==> config.mk <==
export PLATFORM = sky130hd
export DESIGN_NAME = if_stage
export DESIGN_NICKNAME = d
export VERILOG_FILES = /design/src/rtl/if_stage.sv
export SDC_FILE = /design/constraint.sdc
export NUM_CORES = 1
export LEC_CHECK = 0
export BUFFER_PORTS_ARGS = -buffer_cell sky130_fd_sc_hd__buf_2
export CORE_UTILIZATION = 54
export CTS_CLUSTER_SIZE = 10
export DETAILED_ROUTE_END_ITERATION = 8
export HOLD_SLACK_MARGIN = 0.15
export PLACE_DENSITY = 0.93
export SLEW_MARGIN = 0
export SYNTH_ARGS = -nofsm -noshare
export SYNTH_HDL_FRONTEND = slang
export SYNTH_SLANG_ARGS = --single-unit
==> constraint.sdc <==
create_clock -name clk -period 6.3 [get_ports clk]
set_input_delay 0.945 -clock clk [delete_from_list [all_inputs] [get_ports clk]]
set_output_delay 0.945 -clock clk [all_outputs]
set_load 0.01 [all_outputs]
==> src/rtl/if_stage.sv <==
// Instruction-fetch stage: PC register, IF/ID register, branch flush, freeze and self-loop halt.
// Optional IF_STAGE_PERF_EN adds fetch/stall/flush event counters.
module if_stage #(
  parameter logic [31:0] RESET_PC  = 32'd0,
  parameter logic [31:0] HALT_WORD = 32'hEAFF_FFFF
) (
  input  logic        clk,
  input  logic        rst,
  input  logic        freeze,
  input  logic        branch_taken,
  input  logic [31:0] branch_address,
  output logic [31:0] instr_mem_pc,
  input  logic [31:0] instr_mem_data,
  output logic [31:0] pc_out,
  output logic [31:0] instruction_out,
  output logic        valid_out,
  output logic        halted
`ifdef IF_STAGE_PERF_EN
  ,
  output logic [31:0] fetch_count,
  output logic [31:0] stall_count,
  output logic [31:0] flush_count
`endif
);

  localparam int unsigned XLEN = 32;
  localparam logic [XLEN-1:0] PC_STEP = XLEN'(4);

  typedef enum logic {
    ST_RUN  = 1'b0,
    ST_HALT = 1'b1
  } state_e;

  state_e          state_q, state_d;
  logic [XLEN-1:0] pc_q, pc_d;
  logic [XLEN-1:0] pc_out_q, pc_out_d;
  logic [XLEN-1:0] instr_q, instr_d;
  logic            valid_q, valid_d;
  logic            halted_q, halted_d;
  logic [XLEN-1:0] pc_inc_c;

  assign pc_inc_c = XLEN'(pc_q + PC_STEP);

  // State and IF/ID register; reset wins over everything, including HALT.
  always_ff @(posedge clk) begin
    if (rst) begin
      state_q  <= ST_RUN;
      pc_q     <= RESET_PC;
      pc_out_q <= '0;
      instr_q  <= '0;
      valid_q  <= 1'b0;
      halted_q <= 1'b0;
    end else begin
      state_q  <= state_d;
      pc_q     <= pc_d;
      pc_out_q <= pc_out_d;
      instr_q  <= instr_d;
      valid_q  <= valid_d;
      halted_q <= halted_d;
    end
  end

  // Next-state: branch flush beats freeze; a halt word is latched but the PC stays on it.
  always_comb begin
    state_d  = state_q;
    pc_d     = pc_q;
    pc_out_d = pc_out_q;
    instr_d  = instr_q;
    valid_d  = valid_q;
    halted_d = halted_q;
    case (state_q)
      ST_RUN: begin
        if (branch_taken) begin
          pc_d     = branch_address;
          pc_out_d = '0;
          instr_d  = '0;
          valid_d  = 1'b0;
        end else if (!freeze) begin
          pc_out_d = pc_inc_c;
          instr_d  = instr_mem_data;
          valid_d  = 1'b1;
          if (instr_mem_data == HALT_WORD) begin
            state_d  = ST_HALT;
            halted_d = 1'b1;
          end else begin
            pc_d = pc_inc_c;
          end
        end
      end
      ST_HALT: begin
        state_d = ST_HALT;
      end
      default: begin
        state_d = ST_RUN;
      end
    endcase
  end

  assign instr_mem_pc    = pc_q;
  assign pc_out          = pc_out_q;
  assign instruction_out = instr_q;
  assign valid_out       = valid_q;
  assign halted          = halted_q;

`ifdef IF_STAGE_PERF_EN
  logic            ev_fetch_c, ev_stall_c, ev_flush_c;
  logic [XLEN-1:0] fetch_cnt_q, stall_cnt_q, flush_cnt_q;

  // Event decode mirrors the RUN priority order; nothing counts in HALT.
  always_comb begin
    ev_fetch_c = 1'b0;
    ev_stall_c = 1'b0;
    ev_flush_c = 1'b0;
    if (state_q == ST_RUN) begin
      ev_flush_c = branch_taken;
      ev_stall_c = !branch_taken && freeze;
      ev_fetch_c = !branch_taken && !freeze;
    end
  end

  always_ff @(posedge clk) begin
    if (rst) begin
      fetch_cnt_q <= '0;
      stall_cnt_q <= '0;
      flush_cnt_q <= '0;
    end else begin
      if (ev_fetch_c) fetch_cnt_q <= XLEN'(fetch_cnt_q + XLEN'(1));
      if (ev_stall_c) stall_cnt_q <= XLEN'(stall_cnt_q + XLEN'(1));
      if (ev_flush_c) flush_cnt_q <= XLEN'(flush_cnt_q + XLEN'(1));
    end
  end

  assign fetch_count = fetch_cnt_q;
  assign stall_count = stall_cnt_q;
  assign flush_count = flush_cnt_q;
`endif

endmodule

# Yosys cells after proc, flatten, opt, wreduce, memory -nomap -nowiden
# Index checks and enable logic that the tools add are counted.
op_classes:
  n_addsub: 1
  n_eq_ne: 3
  mux: 13
  n_bitwise: 3
  n_reduce_logical: 3
op_table:
  columns: ["cell", "n"]
  rows:
  - ["32-bit 2-to-1 mux", 7]
  - ["32-bit by 3-bit adder with 32-bit output (second input constant)", 1]
  - ["32-bit equality test (second input constant)", 1]
  - ["1-bit 2-to-1 mux", 5]
  - ["4-bit AND reduction", 1]
  - ["1-bit inverter", 3]
  - ["3-bit AND reduction", 1]
  - ["2-bit by 1-bit != test with 1-bit output (second input constant)", 1]
  - ["2-bit != test (second input constant)", 1]
  - ["1-bit one-hot mux with 2 select lines", 1]
  - ["2-bit AND reduction", 1]
word_totals:
  register_bits: 99
  inputBits: 68

# Depth between registers and ports, before layout
logic_depth:
  depth_word: 5
  ltp_mapped: 9
  mapped_depth_nobuf: 6

# Worst setup path before layout
# No wires, ideal clock.
synth_path:
  kind: "input port to flip-flop"
  from: "input port branch_taken"
  to: "register pc_q[23] (netlist: instr_mem_pc[23])"
  arrival_time_ns: 2.537
  required_time_ns: 6.172
  setup_slack_ns: 3.635
  path_stages: 6
  n_path_buf: 1
  path_cell_list: "buf_6 > nand4b_4 > or4_1 > or4b_4 > a221oi_2 > nor2_1"
synth_between:
  elab_chain_len: 2
synth_lines:
  columns: ["item", "line", "source"]
  rows:
  - ["start: declaration", "10", "input logic branch_taken,"]
  - ["2-bit != test (no line) / 2-bit by 1-bit != test with 1-bit output (equally long branches)", null, null]
  - ["3-bit AND reduction (no line)", null, null]
  - ["end signal: assignment", "55", "pc_q <= pc_d;"]
  - ["end: declaration", "35", "logic [XLEN-1:0] pc_q, pc_d;"]
# Several ways; a longest one is shown, not always the timed one.
# A chain may end at the register's enable or synchronous reset.

# Worst setup path after layout
layout_path:
  from: "input port branch_taken"
  to: "register pc_q[4] (netlist: instr_mem_pc[4])"
# The elaborated chain is that of the path after synthesis.

==> impl_summary.txt <==
----------------------------------------------------
[Worst setup path]
  Capturing instance or port of the critical path ... instr_mem_pc[4]
  Buf+Inv Stages, Crit Path ... 4
  Critical path data required time ... 6.55 ns
  Crit path max-delay cell type ... sky130_fd_sc_hd__buf_4
  Category of the most critical setup path ... in -> reg
  Endpoint type of the worst setup path ... register
  Number of cell instances on the worst register-to-register path ... 6
  Startpoint Class ... input pin
  Start point of the critical path ... branch_taken
  Chain of cells forming the critical path ... buf_2 > buf_4 > clkinv_1 > a21o_2 > a31oi_2 > buf_4 > o21ai_0 > a31o_2
  CP dominant cell by count ... sky130_fd_sc_hd__buf_4
  Number of gates on the worst path with buffers counted ... 8
  Gate family responsible for the most delay along the worst path ... buffers and inverters
  Endpoint of the lowest-slack register-to-register path ... pc_out[20]
  Crit-path max FO ... 80
  Largest incremental delay on the critical path ... 0.59 ns
  Launch instance of the worst register-to-register path ... instr_mem_pc[2]
  Worst reg-to-reg setup slack ... 3.55 ns
  Data arrival time of the critical path ... 3.55 ns

[Pwr]
  Worst voltage drop across the vdd grid ... 0.165 mV
  Power density cells ... 222 nW/um2
  Total leakage power ... 2.44 nW

[Synthesis]
  Cell type with the largest total area after synthesis ... sky130_fd_sc_hd__dfxtp_1
  Synth Instances ... 582
  Post-synthesis cell area ... 4720 um2
  Sequential area share after synthesis ... 0.420
  Mean cell area of the mapped netlist ... 8.10 um2
  Cell types with the largest area share after synthesis ... sky130_fd_sc_hd__dfxtp_1, sky130_fd_sc_hd__a22oi_1, sky130_fd_sc_hd__nor2_1
  Total number of yosys warnings ... 0
  Count of unique library cells instantiated by Yosys ... 56
  Main synth FF type ... sky130_fd_sc_hd__dfxtp_1
  Top-area cell type share of the netlist area ... 0.420
  Async S/R FF share, synth ... 0
  Post-Synthesis Net Count ... 651
  Post-synth EDFFs ... 0
  Flops & latches, synth ... 99

[GRT]
  Overall global routing resource usage ... 0.298
  GRT overflow ... 0
  Maximum number of pins on one net before global-route repair ... 96
  Number of global-route vias before repair ... 4453
  First-pass GRT wire length ... 21.2 mm
  Initial antenna violation count ... 0

[Timing]
  Crit path time final ... 3.29 ns
  Slack of the critical path ... 3.01 ns
  Fin. Hold Viols ... 0
  Highest clock frequency the design can meet ... 304 MHz
  Post-route clock period utilization ... 0.523
  Max Transition Viols Final ... 0
  Transition at the pin with the smallest max-transition slack ... 1.01 ns
  Final setup TNS ... 0 ns
  Final setup violation count ... 0
  Unrepaired setup endpoints after global routing ... no
  Headroom to the max-slew limit ... 0.330
  Setup skew after layout ... 0.0144 ns

[Die]
  Die W ... 95.5 um
  Die footprint ... 9110 um2
  Cell row count ... 33
  Number of top-level design ports ... 166
  Effective utilization at floorplan ... 0.566
  Placeable core region ... 8340 um2
  Die H ... 95.5 um

[Cells and area]
  Fraction of final layout cells sized beyond drive strength 1 ... 0.278
  Most common library cell in the layout ignoring fill and taps ... sky130_fd_sc_hd__buf_2
  Fraction of the core area covered by cells at the end of the flow ... 0.685
  Final standard cell count with taps included and fillers excluded ... 821
  Antenna Diode Count ... 0
  Area added between synthesis and finish ... 21.2%
  Commonest cells after routing, fill and taps aside ... sky130_fd_sc_hd__buf_2, sky130_fd_sc_hd__dfxtp_1, sky130_fd_sc_hd__nor2_1
  Layout net count ... 781

[Hold path]
  Hold depth ... 2
  Hold/Removal Path Class ... reg -> reg

[CTS]
  Master cell of the clock root buffer ... sky130_fd_sc_hd__clkbuf_8
  Clock input transition at the sequential cells of the worst setup and hold paths ... 0.09 ns
  H-tree levels ... 3
  Count of hold buffers inserted by post-cts repair ... 0
  Buffer depth of the longest clock path ... 2
  Number of buffers inserted by post-CTS setup repair ... 0
  Post-cts gate resize count ... 0
  Sinks on Clock Net ... 99
  Worst-Skew Late Latency ... 0.36 ns
  Clock tree from TritonCTS ... yes
  Number of buffers created by CTS ... 9

[Flow run]
  Number of violations of the max-capacitance limit ... 0

[Route]
  Routed len/inst ... 16.7 um
  Number of vias in the routed layout ... 5078
  Post-Route WL ... 13.7 mm
  DRT Pass-1 Iters ... 6
  DRC marker count from the first detailed-route iteration ... 457
  Number of nets still failing antenna checks after routing ... 0
  # DRC ... 0
  Per-cell via count in the routed design ... 6.19

[Placed design]
  Post-place setup slack ... 2.71 ns
  Final weighted congestion in routability-driven placement ... 0.927
  DP Cell Count ... 806
  IO buf count ... 165
  Placed wire-length estimate after detailed placement ... 9.50 mm

[Status]
  Status ... finished, final reports clean

----------------------------------------------------
==> how the worst min path moves through the flow <==
stage / from / end / slack (ns)
after floorplan: halted / halted / 0.47
after global placement: pc_out[26] / pc_out[26] / 0.44
after detailed placement: pc_out[30] / pc_out[30] / 0.44
after CTS: pc_out[30] / pc_out[30] / 0.45
after global routing: pc_out[24] / pc_out[24] / 0.48
final: pc_out[30] / pc_out[30] / 0.45
==> cells by family after synthesis <==
| logic type | synth area share |
|---|---|
| flip-flops | 0.420 |
| buffers and inverters | 0.0509 |
| multiplexers | 0.00637 |
| adder cells (fa/ha/maj) | 0.00265 |
| XOR/XNOR | 0.0279 |
| AO/OA/AOI/OAI | 0.257 |
| AND/OR/NAND/NOR | 0.235 |
==> layer usage <==
layer  up-vias  GRT usage  routed length (um)
met5         -          0                   0
met4         0      0.116                 371
met3        38     0.0638                1410
met2       304      0.495                6630
met1      2342      0.375                5300
li1       2394          -                   -
==> report_power, final <==
group,leakage [nW],internal [mW],switching (mW)
combinational,1.53,0.0712,0.100
clock,0.103,0.195,0.223
sequential,0.808,0.650,0.0283
==> synthesized netlist by cell type (all sizes together), types with 5 or more instances <==
library cell,number
and2,6
nor4,8
o31ai,9
nand4,14
buf,12
o31a,5
o21ai,36
dfxtp,99
xnor2,9
nand3,17
a22oi,50
clkbuf,40
nor2,77
nor3,17
inv,6
and4,10
xor2,6
nand2,46
a21oi,43
a31oi,9
==> layout make-up <==
class	instances	area, um2
clock buffer	10	138
clock inverter	5	61.3
fill	691	2620
inverter	7	26.3
multi-input combinational	424	2510
sequential	99	1980
tap	105	131
timing repair buffer	171	871
==> metrics by stage <==
step / cell area (um2) / hold WS [ns] / power (mW)
finish: 5720 / 0.453 / 1.27
global route: 5720 / 0.482 / 1.32
CTS: 5720 / 0.454 / 1.27
detailed placement: 5520 / 0.441 / 0.861
global placement: 5520 / 0.436 / 0.854
floorplan: 4720 / 0.470 / 0.789
==> state kept, by name (all words and copies together), names as in the netlist <==
name             flops
instr_mem_pc        32
instruction_out     32
valid_out            1
pc_out              32
halted               1
state_q              1
==> worst register-to-register path, stage by stage, from the launching register on <==
cell and delay (ns):
sky130_fd_sc_hd__dfxtp_1 0.48, sky130_fd_sc_hd__ha_1 0.28, sky130_fd_sc_hd__nand3_1 0.35, sky130_fd_sc_hd__nor3_1 0.68, sky130_fd_sc_hd__nand4_1 0.27, sky130_fd_sc_hd__or4_1 0.45
sky130_fd_sc_hd__a31oi_1 0.17
Power figures use the tool's default switching activity.
